### src/rtl/kb_pkg.sv
// kb_pkg: scancode constants, arrow codes and FIFO entry layout shared by the keyboard path
package kb_pkg;
    localparam logic [7:0] SC_LSHIFT = 8'h12;
    localparam logic [7:0] SC_RSHIFT = 8'h59;
    localparam logic [7:0] SC_CTRL   = 8'h14;
    localparam logic [7:0] SC_CAPS   = 8'h58;
    localparam logic [7:0] SC_E0     = 8'hE0;
    localparam logic [7:0] SC_BREAK  = 8'hF0;
    localparam logic [7:0] ASC_UP    = 8'h80;
    localparam logic [7:0] ASC_DOWN  = 8'h81;
    localparam logic [7:0] ASC_LEFT  = 8'h82;
    localparam logic [7:0] ASC_RIGHT = 8'h83;
    localparam int E_CTRL  = 15;
    localparam int E_SHIFT = 14;
    localparam int E_E0    = 13;
    function automatic logic [7:0] arrow_ascii(input logic [7:0] code);
        return code == 8'h75 ? ASC_UP   :
               code == 8'h72 ? ASC_DOWN :
               code == 8'h6B ? ASC_LEFT :
               code == 8'h74 ? ASC_RIGHT : 8'h00;
    endfunction
endpackage

### src/rtl/kb_ascii_rom.sv
// kb_ascii_rom: set-2 make code to ASCII lookup; letters come out uppercase iff shift, 0x00 when unmapped
module kb_ascii_rom (
    input  logic [7:0] code,
    input  logic       shift,
    output logic [7:0] ascii
);
    logic [7:0] lo, hi;
    // each code carries its unshifted and shifted glyph
    always_comb begin
        {lo, hi} = 16'h0000;
        case (code)
            8'h1C: {lo, hi} = "aA";   8'h32: {lo, hi} = "bB";
            8'h21: {lo, hi} = "cC";   8'h23: {lo, hi} = "dD";
            8'h24: {lo, hi} = "eE";   8'h2B: {lo, hi} = "fF";
            8'h34: {lo, hi} = "gG";   8'h33: {lo, hi} = "hH";
            8'h43: {lo, hi} = "iI";   8'h3B: {lo, hi} = "jJ";
            8'h42: {lo, hi} = "kK";   8'h4B: {lo, hi} = "lL";
            8'h3A: {lo, hi} = "mM";   8'h31: {lo, hi} = "nN";
            8'h44: {lo, hi} = "oO";   8'h4D: {lo, hi} = "pP";
            8'h15: {lo, hi} = "qQ";   8'h2D: {lo, hi} = "rR";
            8'h1B: {lo, hi} = "sS";   8'h2C: {lo, hi} = "tT";
            8'h3C: {lo, hi} = "uU";   8'h2A: {lo, hi} = "vV";
            8'h1D: {lo, hi} = "wW";   8'h22: {lo, hi} = "xX";
            8'h35: {lo, hi} = "yY";   8'h1A: {lo, hi} = "zZ";
            8'h16: {lo, hi} = "1!";   8'h1E: {lo, hi} = "2@";
            8'h26: {lo, hi} = "3#";   8'h25: {lo, hi} = "4$";
            8'h2E: {lo, hi} = "5%";   8'h36: {lo, hi} = "6^";
            8'h3D: {lo, hi} = "7&";   8'h3E: {lo, hi} = "8*";
            8'h46: {lo, hi} = "9(";   8'h45: {lo, hi} = "0)";
            8'h0E: {lo, hi} = "`~";   8'h4E: {lo, hi} = "-_";
            8'h55: {lo, hi} = "=+";   8'h54: {lo, hi} = "[{";
            8'h5B: {lo, hi} = "]}";   8'h5D: {lo, hi} = "\\|";
            8'h4C: {lo, hi} = ";:";   8'h52: {lo, hi} = "'\"";
            8'h41: {lo, hi} = ",<";   8'h49: {lo, hi} = ".>";
            8'h4A: {lo, hi} = "/?";
            8'h5A: {lo, hi} = 16'h0D0D;
            8'h66: {lo, hi} = 16'h0808;
            8'h29: {lo, hi} = 16'h2020;
            8'h76: {lo, hi} = 16'h1B1B;
            8'h0D: {lo, hi} = 16'h0909;
            default: {lo, hi} = 16'h0000;
        endcase
    end
    assign ascii = shift ? hi : lo;
endmodule

### src/rtl/kb_ascii_fifo.sv
// kb_ascii_fifo: scancode capture, modifier tracking, ASCII translation and FWFT output FIFO
module kb_ascii_fifo import kb_pkg::*; #(
    parameter int DEPTH  = 16,
    parameter int ADDR_W = $clog2(DEPTH)
) (
    input  logic        clk,
    input  logic        rst,
    input  logic        kb_ready,
    input  logic        kb_e0,
    input  logic        kb_break,
    input  logic [7:0]  kb_code,
    input  logic        rd_en,
    input  logic        clr_ovf,
    output logic [15:0] rd_data,
    output logic        kb_empty,
    output logic        kb_full,
    output logic        overflow,
    output logic        caps_led
);
    logic              kb_ready_d, ev, v1, e0_1, brk_1;
    logic [7:0]        code_1, rom_ascii, ascii;
    logic              shift_l, shift_r, ctrl, caps, caps_held;
    logic              shift_l_n, shift_r_n, ctrl_n, caps_n, caps_held_n;
    logic              dv, is_ls, is_rs, is_ctrl, is_caps, is_mod, shift_eff, letter, push;
    logic              pop, acc;
    logic [15:0]       word;
    logic [15:0]       mem [DEPTH];
    logic [ADDR_W-1:0] wr_ptr, rd_ptr;
    logic [ADDR_W:0]   count;

    assign ev = kb_ready & ~kb_ready_d;

    // one capture per rising edge of the receiver's level-held ready
    always_ff @(posedge clk or negedge rst) begin
        if (!rst) begin
            kb_ready_d <= 1'b0;
            v1         <= 1'b0;
            code_1     <= '0;
            e0_1       <= 1'b0;
            brk_1      <= 1'b0;
        end else begin
            kb_ready_d <= kb_ready;
            v1         <= ev;
            if (ev) begin
                code_1 <= kb_code;
                e0_1   <= kb_e0;
                brk_1  <= kb_break;
            end
        end
    end

    assign dv        = v1 && code_1 != SC_E0 && code_1 != SC_BREAK;
    assign is_ls     = !e0_1 && code_1 == SC_LSHIFT;
    assign is_rs     = !e0_1 && code_1 == SC_RSHIFT;
    assign is_ctrl   = code_1 == SC_CTRL;
    assign is_caps   = !e0_1 && code_1 == SC_CAPS;
    assign is_mod    = is_ls | is_rs | is_ctrl | is_caps;
    assign shift_eff = shift_l | shift_r;

    kb_ascii_rom u_rom (.code(code_1), .shift(shift_eff), .ascii(rom_ascii));

    assign letter = (rom_ascii | 8'h20) >= "a" && (rom_ascii | 8'h20) <= "z";
    assign ascii  = e0_1   ? arrow_ascii(code_1) :
                    letter ? {rom_ascii[7:6], ~(shift_eff ^ caps), rom_ascii[4:0]} : rom_ascii;
    assign push   = dv && !is_mod && !brk_1 && ascii != 8'h00;

    // next modifier state; caps toggles only on the first make of a held key
    always_comb begin
        shift_l_n   = dv && is_ls ? ~brk_1 : shift_l;
        shift_r_n   = dv && is_rs ? ~brk_1 : shift_r;
        ctrl_n      = dv && is_ctrl ? ~brk_1 : ctrl;
        caps_n      = dv && is_caps && !brk_1 && !caps_held ? ~caps : caps;
        caps_held_n = dv && is_caps ? ~brk_1 : caps_held;
    end

    // modifier state register
    always_ff @(posedge clk or negedge rst) begin
        if (!rst) begin
            {shift_l, shift_r, ctrl, caps, caps_held} <= '0;
        end else begin
            {shift_l, shift_r, ctrl, caps, caps_held} <= {shift_l_n, shift_r_n, ctrl_n, caps_n, caps_held_n};
        end
    end

    // assemble the pushed entry from qualifier bits and character
    always_comb begin
        word          = '0;
        word[E_CTRL]  = ctrl;
        word[E_SHIFT] = shift_eff;
        word[E_E0]    = e0_1;
        word[7:0]     = ascii;
    end

    assign pop      = rd_en && !kb_empty;
    assign acc      = push && (!kb_full || pop);
    assign kb_empty = count == '0;
    assign kb_full  = count == (ADDR_W+1)'(DEPTH);
    assign rd_data  = kb_empty ? 16'h0000 : mem[rd_ptr];
    assign caps_led = caps;

    // storage needs no reset: reads are masked while empty
    always_ff @(posedge clk) begin
        if (acc) mem[wr_ptr] <= word;
    end

    // pointers, occupancy and sticky overflow; a full FIFO may still accept when popping
    always_ff @(posedge clk or negedge rst) begin
        if (!rst) begin
            wr_ptr   <= '0;
            rd_ptr   <= '0;
            count    <= '0;
            overflow <= 1'b0;
        end else begin
            if (acc) wr_ptr <= wr_ptr + 1'b1;
            if (pop) rd_ptr <= rd_ptr + 1'b1;
            count    <= count + (ADDR_W+1)'(acc) - (ADDR_W+1)'(pop);
            overflow <= (push && !acc) || (overflow && !clr_ovf);
        end
    end
endmodule

### config.mk
export PLATFORM = sky130hd
export DESIGN_NAME = kb_ascii_fifo
export DESIGN_NICKNAME = d
export VERILOG_FILES = /design/src/rtl/kb_pkg.sv /design/src/rtl/kb_ascii_rom.sv /design/src/rtl/kb_ascii_fifo.sv
export SDC_FILE = /design/constraint.sdc
export NUM_CORES = 1
export LEC_CHECK = 0
export ABC_AREA = 0
export BUFFER_PORTS_ARGS = -buffer_cell sky130_fd_sc_hd__buf_2
export CAP_MARGIN = 20
export CELL_PAD_IN_SITES_DETAIL_PLACEMENT = 1
export CELL_PAD_IN_SITES_GLOBAL_PLACEMENT = 1
export CORE_UTILIZATION = 57
export DETAILED_ROUTE_END_ITERATION = 16
export GPL_TIMING_DRIVEN = 0
export PLACE_DENSITY_LB_ADDON = 0.3
export SYNTH_ARGS = -nofsm -noshare
export SYNTH_HDL_FRONTEND = slang
export SYNTH_HIERARCHICAL = 1
export SYNTH_SLANG_ARGS = --single-unit
### constraint.sdc
create_clock -name clk -period 9.5 [get_ports clk]
set_input_delay 0.95 -clock clk [delete_from_list [all_inputs] [get_ports clk]]
set_output_delay 0.95 -clock clk [all_outputs]
set_load 0.005 [all_outputs]
; Word level (Yosys, flattened, before mapping)
; Memories as Yosys holds them, arrays and structs flattened.
; Index checks and enable logic that the tools add are counted.
[word_totals]
ff_bits = 31
latchBits = 0
mem_bits_rw = 176
romBits = 1792
input_bits = 15
wordCells = 85
mem_count = 2
[mem_list]
columns = memory, depth, word_bits, read_ports, rd_clocked_by_memory_dff, write_ports, line_no
row1 = (name not given), 128, 14, 1, 0, 0, kb_ascii_rom.sv:11  ; case (code)
row2 = mem, 16, 11, 1, 0, 1, kb_ascii_fifo.sv:27  ; logic [15:0] mem [DEPTH];
[classes]
add_sub_neg = 4
multipliers = 0
div = 0
n_lt_le_gt_ge = 2
eq_ne = 11
shifts = 0
n_mux = 11
n_bitwise = 10
reduce_logical = 31
[ops]
columns = operator, n
row1 = $eq A8 B7 Y1 const B, 6
row2 = $mux W8, 6
row3 = $mux W16, 2
row4 = $logic_and A1 B1 Y1, 19
row5 = $eq A8 B5 Y1 const B, 2
row6 = $ne A8 B8 Y1 const B, 2
row7 = $add A4 B1 Y4 const B, 2
row8 = $ge A8 B7 Y1 const B, 1
row9 = $le A8 B7 Y1 const B, 1
row10 = $logic_not A1 Y1, 8
row11 = $reduce_bool A8 Y1, 1
row12 = $mux W6, 1
row13 = $add A5 B1 Y5, 1
row14 = $eq A5 B5 Y1 const B, 1
row15 = $logic_not A5 Y1, 1
row16 = $sub A5 B1 Y5, 1
row17 = $not A1 Y1, 4
row18 = $or A1 B1 Y1, 4
row19 = $logic_or A1 B1 Y1, 2
row20 = $mux W1, 2
row21 = $and A1 B1 Y1, 1
row22 = $xor A1 B1 Y1, 1

; Logic depth before layout (Yosys ltp)
; Gate-level depths: netlist (run 1).
[depth]
depth_word = 13
ltp_mapped = 25

; Modules after synthesis
; The synthesis (run 1) kept the hierarchy.
[by_module_without_submodules]
columns = module, instances, cells_per_inst, area_each_um2, seq_area_each_um2
row1 = kb_ascii_fifo, 1, 457, 8668.3, 6060.8
row2 = kb_ascii_rom, 1, 252, 1549.0, 0.0

; Worst setup path after synthesis (run 1)
; Ideal clock, no wire load.
[synth_path]
path_kind = flip-flop to flip-flop
from = register code_1[1]
to = register count[4]
setup_ns = 0.125
arrival_ns = 4.183
t_required_ns = 9.375
slack_ns = 5.192
path_stages_with_launch = 25
n_path_buf = 4
synth_period_minus_slack_ns = 4.308
cell_sequence = dfrtp_1 -> buf_2 -> inv_1 -> ha_1 -> buf_2 -> a21oi_1 -> a32oi_1 -> a32o_1 -> a311oi_1 -> o22ai_1 -> nor4_2 -> a21oi_1 -> and3_1 -> o311ai_4 -> and3_1 -> buf_6 -> buf_6 -> ha_1 -> inv_1 -> fa_1 -> inv_1 -> a21oi_1 -> nor2_1 -> nor2_1 -> xnor2_1
[synth_between]
elab_chain_len = 12
elab_cells_between_ends = 38
classes_between = add/sub: 2 / order compare: 2 / eq/ne: 10 / mux: 8 / bitwise: 3 / reduce/logical: 12 / memory: 1
[synth_lines]
columns = element, line_no
row1 = from (decl), kb_ascii_fifo.sv:21  ; logic [7:0] code_1, rom_ascii, ascii;
row2 = from (signal assigned), kb_ascii_fifo.sv:45  ; code_1 <= kb_code;
row3 = $mem_v2 Z128 W14 (*), n/a
row4 = $mux W16 (*), kb_ascii_rom.sv:11
row5 = $mux W8 (*), kb_ascii_rom.sv:44  ; assign ascii = shift ? hi : lo;
row6 = named net rom_ascii[4], kb_ascii_fifo.sv:21
row7 = $ge A8 B7 Y1 or $le A8 B7 Y1 (tied branches), kb_ascii_fifo.sv:62  ; assign letter = (rom_ascii | 8'h20) >= "a" && (rom_ascii | 8'h20) <= "z";
row8 = $logic_and A1 B1 Y1, kb_ascii_fifo.sv:62
row9 = $mux W6 (*), kb_ascii_fifo.sv:64  ; letter ? {rom_ascii[7:6], ~(shift_eff ^ caps), rom_ascii[4:0]} : rom_ascii;
row10 = $mux W8 (*), kb_ascii_fifo.sv:63  ; assign ascii = e0_1 ? arrow_ascii(code_1) :
row11 = $reduce_bool A8 Y1 (*), kb_ascii_fifo.sv:65  ; assign push = dv && !is_mod && !brk_1 && ascii != 8'h00;
row12 = $logic_and A1 B1 Y1 (*), kb_ascii_fifo.sv:65
row13 = $logic_and A1 B1 Y1 (*), kb_ascii_fifo.sv:95  ; assign acc = push && (!kb_full || pop);
row14 = named net acc, kb_ascii_fifo.sv:25  ; logic pop, acc;
row15 = $add A5 B1 Y5 (*), kb_ascii_fifo.sv:116  ; count <= count + (ADDR_W+1)'(acc) - (ADDR_W+1)'(pop);
row16 = $sub A5 B1 Y5 (*), kb_ascii_fifo.sv:116
row17 = to (signal assigned), kb_ascii_fifo.sv:116
row18 = to (decl), kb_ascii_fifo.sv:29  ; logic [ADDR_W:0] count;
; The timed path passes the listed nets; every way through them passes the cells marked *.
; A chain may end at the register's enable or synchronous reset.

; Final worst setup path (run 1)
; Ends and elaborated chain as after synthesis.

==> results of run 1 <==
==> routing by layer <==
metal  routed length (um)  vias to the layer above  GRT usage, %
li1                     -                     2861             -
met1                12500                     3672          50.4
met2                16500                      609          62.8
met3                 3080                      156          4.96
met4                 2060                        0          20.6
met5                    0                        -             0
==> stage by stage <==
step / power, W / hold WS, ns / util, % / cells
final: 0.00323 / 0.490 / 65.9 / 1010
after global routing: 0.00330 / 0.543 / 65.9 / 1010
after CTS: 0.00320 / 0.491 / 65.7 / 1006
after detailed placement: 0.00221 / 0.476 / 61.3 / 968
after global placement: 0.00214 / 0.462 / 61.2 / 967
after floorplan: 0.00186 / 0.442 / - / 713
==> sequential cells by signal (all words and copies together), names as in the netlist <==
signal / flops
mem: 176
code_1: 8
count: 5
rd_ptr: 4
wr_ptr: 4
brk_1: 1
caps_held: 1
caps_led: 1
ctrl: 1
e0_1: 1
kb_ready_d: 1
overflow: 1
shift_l: 1
shift_r: 1
v1: 1
==> power by group through the flow <==
| stage | clock network, W | logic, W | registers, W |
|---|---|---|---|
| 6_report | 0.000945 | 0.00114 | 0.00114 |
| 5_1_grt | 0.000965 | 0.00119 | 0.00114 |
| 4_1_cts | 0.000943 | 0.00112 | 0.00113 |
| 3_5_place_dp | 0 | 0.00107 | 0.00115 |
| 3_3_place_gp | 0 | 0.00100 | 0.00114 |
| 2_1_floorplan | 0 | 0.000737 | 0.00112 |
==> cell usage after synthesis, types with 7 or more instances <==
cell	count
a211oi_1	11
a21oi_1	23
and3_1	21
buf_2	18
buf_4	12
buf_6	8
clkbuf_1	11
dfrtp_1	31
edfxtp_1	176
ha_1	19
inv_1	25
mux2_2	9
mux4_2	56
nand2_1	40
nand2b_1	10
nand3_1	16
nor2_1	39
nor2b_1	24
nor3_1	14
o211ai_1	8
o21ai_0	16
xnor2_1	7
xor2_1	8
==> worst reg2reg max path, cell delays in order (launching register included) <==
cell	delay (ns)
dfrtp_1	0.49
buf_2	0.24
inv_1	0.31
ha_1	0.44
nor2_1	0.14
mux2i_1	0.19
a211oi_1	0.13
a211oi_1	0.33
a31oi_1	0.08
o311ai_0	0.85
nor4_2	0.15
a21oi_1	0.27
a21oi_1	0.19
o311ai_4	0.45
and3_1	0.27
buf_6	0.14
buf_6	0.15
ha_1	0.19
inv_1	0.06
fa_1	0.41
inv_1	0.08
a21oi_1	0.06
nor2_1	0.08
nor2_1	0.05
xnor2_1	0.17
==> final timing paths <==
path | cells past startpoint | endpoint | from | slack, ns
setup / recovery | 24 | count[4] | code_1[1] | 3.49
hold / removal | 2 | shift_l | shift_l | 0.49
setup reg to reg | 24 | count[4] | code_1[1] | 3.49
hold reg to reg | 2 | shift_l | shift_l | 0.49
max in group asynchronous | 1 | e0_1 | rst | 8.49
min in group asynchronous | 1 | rd_ptr[0] | rst | 0.51
==> kinds of logic after synthesis <==
group / count (synthesis) / synth area share, %
flops: 207 / 59.3
simple gates: 200 / 10.5
compound gates: 112 / 7.97
buf+inv: 82 / 4.31
mux: 70 / 13.9
fa+ha+maj: 20 / 2.52
xor+xnor: 16 / 1.45
other cells: 2 / 0.0735
==> area by class of cell <==
| cell class | instances | area share (%) |
|---|---|---|
| clock inverters | 12 | 1.90 |
| multi-input cells | 424 | 32.6 |
| repair buffers | 34 | 1.63 |
| well taps | 225 | 2.45 |
| inverters | 27 | 0.883 |
| plain buffers | 55 | 2.96 |
| clock buffers | 26 | 4.74 |
| flip-flops and latches | 207 | 52.8 |
==> results.sh, run 1 <==
export IMPL_worst_slack_ns=3.49
export IMPL_hold_class="flop to flop"
export IMPL_n_antenna_cell=0
export IMPL_ys_types=78
export IMPL_setup_worst_path_class="flop to flop"
export IMPL_gp_congestion=0.975
export IMPL_ys_async_sr_fraction_pct=15.0
export IMPL_ir_drop_uv=220
export IMPL_layout_common_cells="176 x edfxtp_1, 56 x mux4_2, 47 x buf_2"
export IMPL_drc=0
export IMPL_finalCritPeriodShare_pct=63.2
export IMPL_setup_viol=0
export IMPL_crit_chain="buf_2 > inv_1 > ha_1 > nor2_1 > mux2i_1 > a211oi_1 > a211oi_1 > a31oi_1 > o311ai_0 > nor4_2 > a21oi_1 > a21oi_1 > o311ai_4 > and3_1 > buf_6 > buf_6 > ha_1 > inv_1 > fa_1 > inv_1 > a21oi_1 > nor2_1 > nor2_1 > xnor2_1"
export IMPL_fillers=1617
export IMPL_path_buf_inv=6
export IMPL_status="completed"
export IMPL_swShare_pct=34.0
export IMPL_cp_data_arrival_time_ns=6.43
export IMPL_initial_core_util_pct=58.7
export IMPL_p_int_w=0.00213
export IMPL_fp_dieW_um=136
export IMPL_cp_required_ns=9.92
export IMPL_gr_total_overflow=0
export IMPL_die_area_um2=18500
export IMPL_crit_path_max_fanout=10
export IMPL_hold_viol=0
export IMPL_cp_top_family="compound AO/OA/AOI/OAI gates"
export IMPL_ctsHoldBuffers=0
export IMPL_die_y_um=136
export IMPL_end_kind="flop"
export IMPL_maxCapViolations=0
export IMPL_final_layout_size_suffix_gt1_share_pct=24.1
export IMPL_seq_area_frac_synth_pct=59.3
export IMPL_cts_tree="done"
export IMPL_portBuffers=29
export IMPL_avgSynthCellArea_um2=14.4
export IMPL_syn_cell_area_um2=10200
export IMPL_placed_cell_area_um2=10700
export IMPL_clock_latency_ns=0.52
export IMPL_startpoint_type="flop"
export IMPL_grt_setup_unrepaired="no"
export IMPL_yosys_area_top_type="edfxtp_1"
export IMPL_synth_ff_type="edfxtp_1"
export IMPL_hpwl_um=20800
export IMPL_fin_area_um2=11500
export IMPL_clkTransAtPathRegs_ns=0.06
export IMPL_clock_power_share_pct=29.3
export IMPL_multi_input_comb_area_um2=3740
export IMPL_p_sw_w=0.00110
export IMPL_fin_skew_ns=0.0337
export IMPL_io_pins=35
export IMPL_drt_wl_total_um=34100
export IMPL_num_rows=48
export IMPL_p_leak_nw=4.17
export IMPL_timing_fmax_mhz=166
export IMPL_drtPass1Iterations=5
export IMPL_grt_max_degree=32
export IMPL_wl_per_cell_um=33.8
export IMPL_combPwrFrac_pct=35.5
export IMPL_via_per_inst=7.23
export IMPL_synth_top_area_share_pct=51.7
export IMPL_synth_area_top_cells="edfxtp_1 52%, mux4_2 12%, dfrtp_1 7.6%"
export IMPL_ant_nets=0
export IMPL_grt_pass1_vias=7451
export IMPL_power_density_nw_per_um2=281
export IMPL_cts_max_path_buffers=3
export IMPL_min_period_ns=6.01
export IMPL_ys_ff_latch=207
export IMPL_dp_slack_ns=3.86
export IMPL_cts_setup_buffers=0
export IMPL_tightest_slew_ns=1.16
export IMPL_antenna_found_initial=0
export IMPL_fin_nets=805
export IMPL_netlist_instances=709
export IMPL_routed_via_count=7298
export IMPL_relSlewSlack_pct=22.8
export IMPL_p_seq_share_pct=35.2
export IMPL_grt_pass1_wl_um=49900
export IMPL_cts_buffers=21
export IMPL_grt_total_usage_pct=38.4
export IMPL_core_area_um2=17400
export IMPL_layout_commonest_cell="edfxtp_1"
export IMPL_cts_htree_levels=1
export IMPL_synth_edf_count=176
export IMPL_critPathSlowestCell="o311ai_0"
export IMPL_tns_ns=0
export IMPL_slowest_delay_ns=0.85
export IMPL_yosys_warnings=6
export IMPL_cts_root_buf="clkbuf_16"
export IMPL_ctsResizeCount=0
export IMPL_area_growth_syn_to_layout_pct=12.3
export IMPL_cts_sinks=207
export IMPL_seqCellArea_um2=6060
export IMPL_drtIter0Drc=1023
export IMPL_maxSlewViolCount=0
(Power assumes the default switching activity.)
==> run 2, diff against run 1 <==
Settings changed: CORE_UTILIZATION 57 to 53.
Clock period 9.5 ns to 5.69 ns, I/O delays scaled along.
==> run 2 against run 1 <==
  * Global-route usage is 8.6 points lower
  * Critical path depth down 2
  * Hold slack lost 0.36 ns
  * Die area is 7.4% higher
  * Via count is 7.7% lower
  * Maximum frequency increased by 13%
  * Clock power up 47%
  * Largest cell class unchanged
  * Largest power group unchanged
  * Highest routed layer unchanged
==> results.sh, run 2 (synthesis gave the netlist of run 1 again) <==
export IMPL_cts_htree_levels=1
export IMPL_core_area_um2=18800
export IMPL_initial_core_util_pct=54.3
export IMPL_dp_slack_ns=0.0970
export IMPL_maxCapViolations=0
export IMPL_maxSlewViolCount=0
export IMPL_ant_nets=0
export IMPL_multi_input_comb_area_um2=3760
export IMPL_hold_viol=0
export IMPL_drt_wl_total_um=28700
export IMPL_power_density_nw_per_um2=440
export IMPL_seqCellArea_um2=6060
export IMPL_cts_sinks=207
export IMPL_tightest_slew_ns=1.11
export IMPL_clkTransAtPathRegs_ns=0.06
export IMPL_largest_register_ffs=176
export IMPL_r2r_cells=22
export IMPL_layout_commonest_cell="edfxtp_1"
export IMPL_grt_total_usage_pct=29.8
export IMPL_cts_max_path_buffers=3
export IMPL_gr_total_overflow=0
export IMPL_timing_fmax_mhz=188
export IMPL_setup_viol=0
export IMPL_top_register="mem"
export IMPL_ctsHoldBuffers=0
export IMPL_startpoint_type="flop"
export IMPL_reg_top3="mem: 176 flops, code_1: 8 flops, count: 5 flops"
export IMPL_cts_tree="done"
export IMPL_clock_latency_ns=0.51
export IMPL_relSlewSlack_pct=25.6
export IMPL_final_layout_size_suffix_gt1_share_pct=24.9
export IMPL_drtPass1Iterations=5
export IMPL_grt_max_degree=32
export IMPL_num_rows=50
export IMPL_fp_dieW_um=141
export IMPL_finalCritPeriodShare_pct=93.4
export IMPL_end_kind="flop"
export IMPL_status="completed"
export IMPL_grt_pass1_wl_um=43000
export IMPL_antenna_found_initial=0
export IMPL_cp_data_arrival_time_ns=5.69
export IMPL_via_per_inst=6.44
export IMPL_min_period_ns=5.31
export IMPL_layout_common_cells="176 x edfxtp_1, 56 x mux4_2, 46 x buf_2"
export IMPL_portBuffers=29
export IMPL_routed_via_count=6737
export IMPL_cp_required_ns=6.07
export IMPL_n_antenna_cell=0
export IMPL_ctsResizeCount=0
export IMPL_fin_skew_ns=0.0195
export IMPL_grt_setup_unrepaired="no"
export IMPL_area_growth_syn_to_layout_pct=12.5
export IMPL_setup_worst_path_class="flop to flop"
export IMPL_cts_buffers=22
export IMPL_wl_per_cell_um=27.4
export IMPL_p_leak_nw=4.15
export IMPL_fin_nets=805
export IMPL_hpwl_um=19700
export IMPL_fillers=1778
export IMPL_ir_drop_uv=275
export IMPL_die_area_um2=19800
export IMPL_grt_pass1_vias=7092
export IMPL_drc=0
export IMPL_crit_path_max_fanout=18
export IMPL_die_y_um=141
export IMPL_io_pins=35
export IMPL_cts_setup_buffers=0
export IMPL_cts_root_buf="clkbuf_16"
export IMPL_gp_congestion=0.993
export IMPL_worst_slack_ns=0.376
export IMPL_holdWs_ns=0.129
export IMPL_hold_class="input port to asynchronous set/reset pin"
export IMPL_drtIter0Drc=598
-- run 2: per-stage QoR --
| stage | cells | utilization, % | power, W | instance area [um^2] | setup TNS (ns) |
|---|---|---|---|---|---|
| 2_1_floorplan | 713 | - | 0.00310 | 10200 | 0 |
| 3_3_place_gp | 1002 | 56.8 | 0.00357 | 10700 | -5.45 |
| 3_5_place_dp | 1003 | 57.0 | 0.00366 | 10700 | 0 |
| 4_1_cts | 1043 | 60.8 | 0.00506 | 11400 | 0 |
| 5_1_grt | 1046 | 61.0 | 0.00524 | 11500 | 0 |
| 6_report | 1046 | 61.0 | 0.00505 | 11500 | 0 |
-- run 2: worst paths after layout --
kind                       startpoint    endpoint  slack (ns)
max reg2reg                   shift_r    count[4]        0.38
max                           shift_r    count[4]        0.38
max in group asynchronous         rst   code_1[1]        5.05
min in group clk             kb_ready  kb_ready_d        0.19
min reg2reg                   shift_l     shift_l        0.48
min                               rst   rd_ptr[1]        0.13
-- run 2: per-layer routing --
| layer | GRT usage, % | part of all wire (%) | vias to the layer above |
|---|---|---|---|
| li1 | - | - | 2864 |
| met1 | 38.3 | 40 | 3499 |
| met2 | 52.2 | 51 | 309 |
| met3 | 3.36 | 5.9 | 65 |
| met4 | 11.6 | 3.2 | 0 |
| met5 | 0 | 0 | - |
-- run 2: report_power, final --
group          internal (W)  total [W]  switching (W)
clock              0.000829    0.00139       0.000564
combinational      0.000812    0.00179       0.000974
sequential          0.00178    0.00187      0.0000946
total               0.00342    0.00505        0.00163
-- run 2: area by class of cell --
type	instances	share of cell area [%]
clock buffer	34	5.62
buffer	55	2.97
clock inverter	6	0.609
tap	260	2.83
timing repair buffer	33	1.61
sequential	207	52.7
multi-input combinational	424	32.7
inverter	27	0.914
-- run 2: critical path, cell delays in order, from the launching register on --
cell      delay [ns]
dfrtp_1         0.34
or2_2           0.32
buf_2           0.36
clkbuf_1        0.50
o311ai_0        0.29
o211ai_1        0.18
o311ai_1        0.19
a221oi_2        0.52
nand2b_1        0.10
a21oi_1         0.19
a21oi_1         0.16
o311ai_4        0.43
and3_1          0.24
buf_6           0.13
buf_6           0.14
ha_1            0.19
inv_1           0.07
fa_1            0.41
inv_1           0.09
a21oi_1         0.07
nor2_1          0.09
nor2_1          0.05
xnor2_1         0.11
==> run 3, diff against run 2 <==
Settings changed: CORE_UTILIZATION 53 to 46.
==> run 3 against run 2 <==
  * Wire length is 4.1% higher
  * First-iteration DRC count fell by 19%
  * Sequential cell count is the same
  * Largest cell class unchanged
  * Clock power is 5% lower
  * Non-clock buffer count grew 5
  * Combinational power hardly changed
  * Critical endpoint unchanged
  * Cell count grew 2.3%
  * Maximum frequency up 0.65%
  * Design area rose by 0.12%
  * Largest power group unchanged
==> results.sh, run 3 (synthesis gave the netlist of run 1 again) <==
export IMPL_cts_sinks=207
export IMPL_die_y_um=151
export IMPL_ir_drop_uv=183
export IMPL_largest_register_ffs=176
export IMPL_cp_top_family="compound AO/OA/AOI/OAI gates"
export IMPL_timing_fmax_mhz=189
export IMPL_cpMostUsedCell="inv_1"
export IMPL_initial_core_util_pct=46.8
export IMPL_drt_wl_total_um=29900
export IMPL_drtIter0Drc=483
export IMPL_crit_path_max_fanout=10
export IMPL_grt_max_degree=32
export IMPL_hpwl_um=20500
export IMPL_wl_per_cell_um=27.9
export IMPL_multi_input_comb_area_um2=3770
export IMPL_cts_htree_levels=1
export IMPL_top_register="mem"
export IMPL_io_pins=35
export IMPL_hold_class="input port to asynchronous set/reset pin"
export IMPL_fillers=2135
export IMPL_startpoint_type="flop"
export IMPL_n_antenna_cell=0
export IMPL_ctsHoldBuffers=0
export IMPL_via_per_inst=6.16
export IMPL_seqCellArea_um2=6060
export IMPL_fp_dieW_um=151
export IMPL_ant_nets=0
export IMPL_hold_viol=0
export IMPL_layout_commonest_cell="edfxtp_1"
export IMPL_fin_area_um2=11500
export IMPL_fin_skew_ns=0.0213
export IMPL_cp_data_arrival_time_ns=5.68
export IMPL_placed_cell_area_um2=10700
export IMPL_setup_viol=0
export IMPL_drtPass1Iterations=5
export IMPL_cts_max_path_buffers=3
export IMPL_gr_total_overflow=0
export IMPL_critPathSlowestCell="dfrtp_2"
export IMPL_holdWs_ns=0.119
export IMPL_status="completed"
export IMPL_layout_common_cells="176 x edfxtp_1, 56 x mux4_2, 46 x buf_2"
export IMPL_grt_pass1_vias=7152
export IMPL_power_density_nw_per_um2=434
export IMPL_drc=0
export IMPL_gp_congestion=0.971
export IMPL_cts_tree="done"
export IMPL_grt_total_usage_pct=27.3
export IMPL_cts_root_buf="clkbuf_16"
export IMPL_num_rows=54
export IMPL_setup_worst_path_class="flop to flop"
export IMPL_maxSlewViolCount=0
export IMPL_portBuffers=29
export IMPL_grt_pass1_wl_um=44700
export IMPL_core_area_um2=21800
export IMPL_clkTransAtPathRegs_ns=0.06
export IMPL_reg_top3="mem: 176 flops, code_1: 8 flops, count: 5 flops"
export IMPL_slowest_delay_ns=0.47
export IMPL_antenna_found_initial=0
export IMPL_finalCritPeriodShare_pct=92.8
export IMPL_cp_required_ns=6.09
export IMPL_tightest_slew_ns=1.09
export IMPL_fin_nets=810
export IMPL_fin_util_pct=52.7
export IMPL_cts_buffers=22
export IMPL_path_buf_inv=8
export IMPL_clock_latency_ns=0.52
export IMPL_area_growth_syn_to_layout_pct=12.7
export IMPL_relSlewSlack_pct=27.5
export IMPL_p_leak_nw=4.15
export IMPL_grt_setup_unrepaired="no"
export IMPL_min_period_ns=5.28
export IMPL_final_layout_size_suffix_gt1_share_pct=25.2
export IMPL_routed_via_count=6588
export IMPL_die_area_um2=22800
export IMPL_end_kind="flop"
export IMPL_maxCapViolations=0
==> run 3: what timing repair did <==
| item | in CTS | in global routing |
|---|---|---|
| cloned | 0 | 0 |
| endpoints found under the setup margin | 20 | 124 |
| buffers inserted | 0 | 3 |
| hold endpoints to repair | 0 | 0 |
| resized for setup | 1 | 12 |
==> run 3: where the power goes <==
part / total [W] / switching [W] / internal, W
clock: 0.00132 / 0.000578 / 0.000741
combinational: 0.00181 / 0.000987 / 0.000820
sequential: 0.00187 / 0.0000937 / 0.00178
==> run 3: worst paths after layout <==
kind / start / to / slack, ns / cells after the start
min in group clk: kb_ready / kb_ready_d / 0.17 / 1
worst min register to register: shift_l / shift_l / 0.51 / 2
worst max register to register: code_1[1] / count[4] / 0.41 / 25
worst max-delay path: code_1[1] / count[4] / 0.41 / 25
worst min-delay path: rst / code_1[7] / 0.12 / 1
max in group asynchronous: rst / code_1[1] / 5.05 / 1
==> run 3: metrics by stage <==
step,setup TNS [ns],setup WS (ns),total power (W),instances
2_1_floorplan,0,1.38,0.00310,713
3_3_place_gp,-6.99,-0.637,0.00360,1022
3_5_place_dp,-0.00168,-0.00168,0.00369,1023
4_1_cts,0,0.109,0.00501,1062
5_1_grt,0,0.0204,0.00524,1070
6_report,0,0.410,0.00500,1070
==> run 3: metal layers <==
metal | wire length, um | up-vias | track usage, %
met1 | 12400 | 3436 | 35.0
met5 | 0 | - | 0
met2 | 15300 | 213 | 47.8
met4 | 848 | 0 | 9.10
li1 | - | 2883 | -
met3 | 1330 | 56 | 3.67
==> run 3: worst register-to-register path, cell delays in order (launching register included) <==
cell and delay, ns:
dfrtp_2 0.47, clkbuf_4 0.27, clkinvlp_4 0.20, ha_2 0.28, buf_2 0.20, inv_1 0.23, o21ai_0 0.13, a211oi_1 0.28
a31oi_1 0.13, a311oi_2 0.37, o22ai_2 0.16, nor4_2 0.21, a21oi_1 0.13, and3_1 0.23, o311ai_4 0.33, and3_1 0.23
buf_6 0.13, buf_6 0.14, ha_1 0.19, inv_1 0.06, fa_1 0.40, inv_1 0.07, a21oi_1 0.06, nor2_1 0.09
nor2_1 0.06, xnor2_1 0.11
==> run 3: cell type report <==
cell class,count,share of cell area [%]
Sequential cell,207,52.7
Multi-Input combinational cell,424,32.7
Clock buffer,31,5.25
Tap cell,280,3.04
Buffer,55,2.98
Timing Repair Buffer,38,1.99
Inverter,27,0.913
Clock inverter,8,0.435
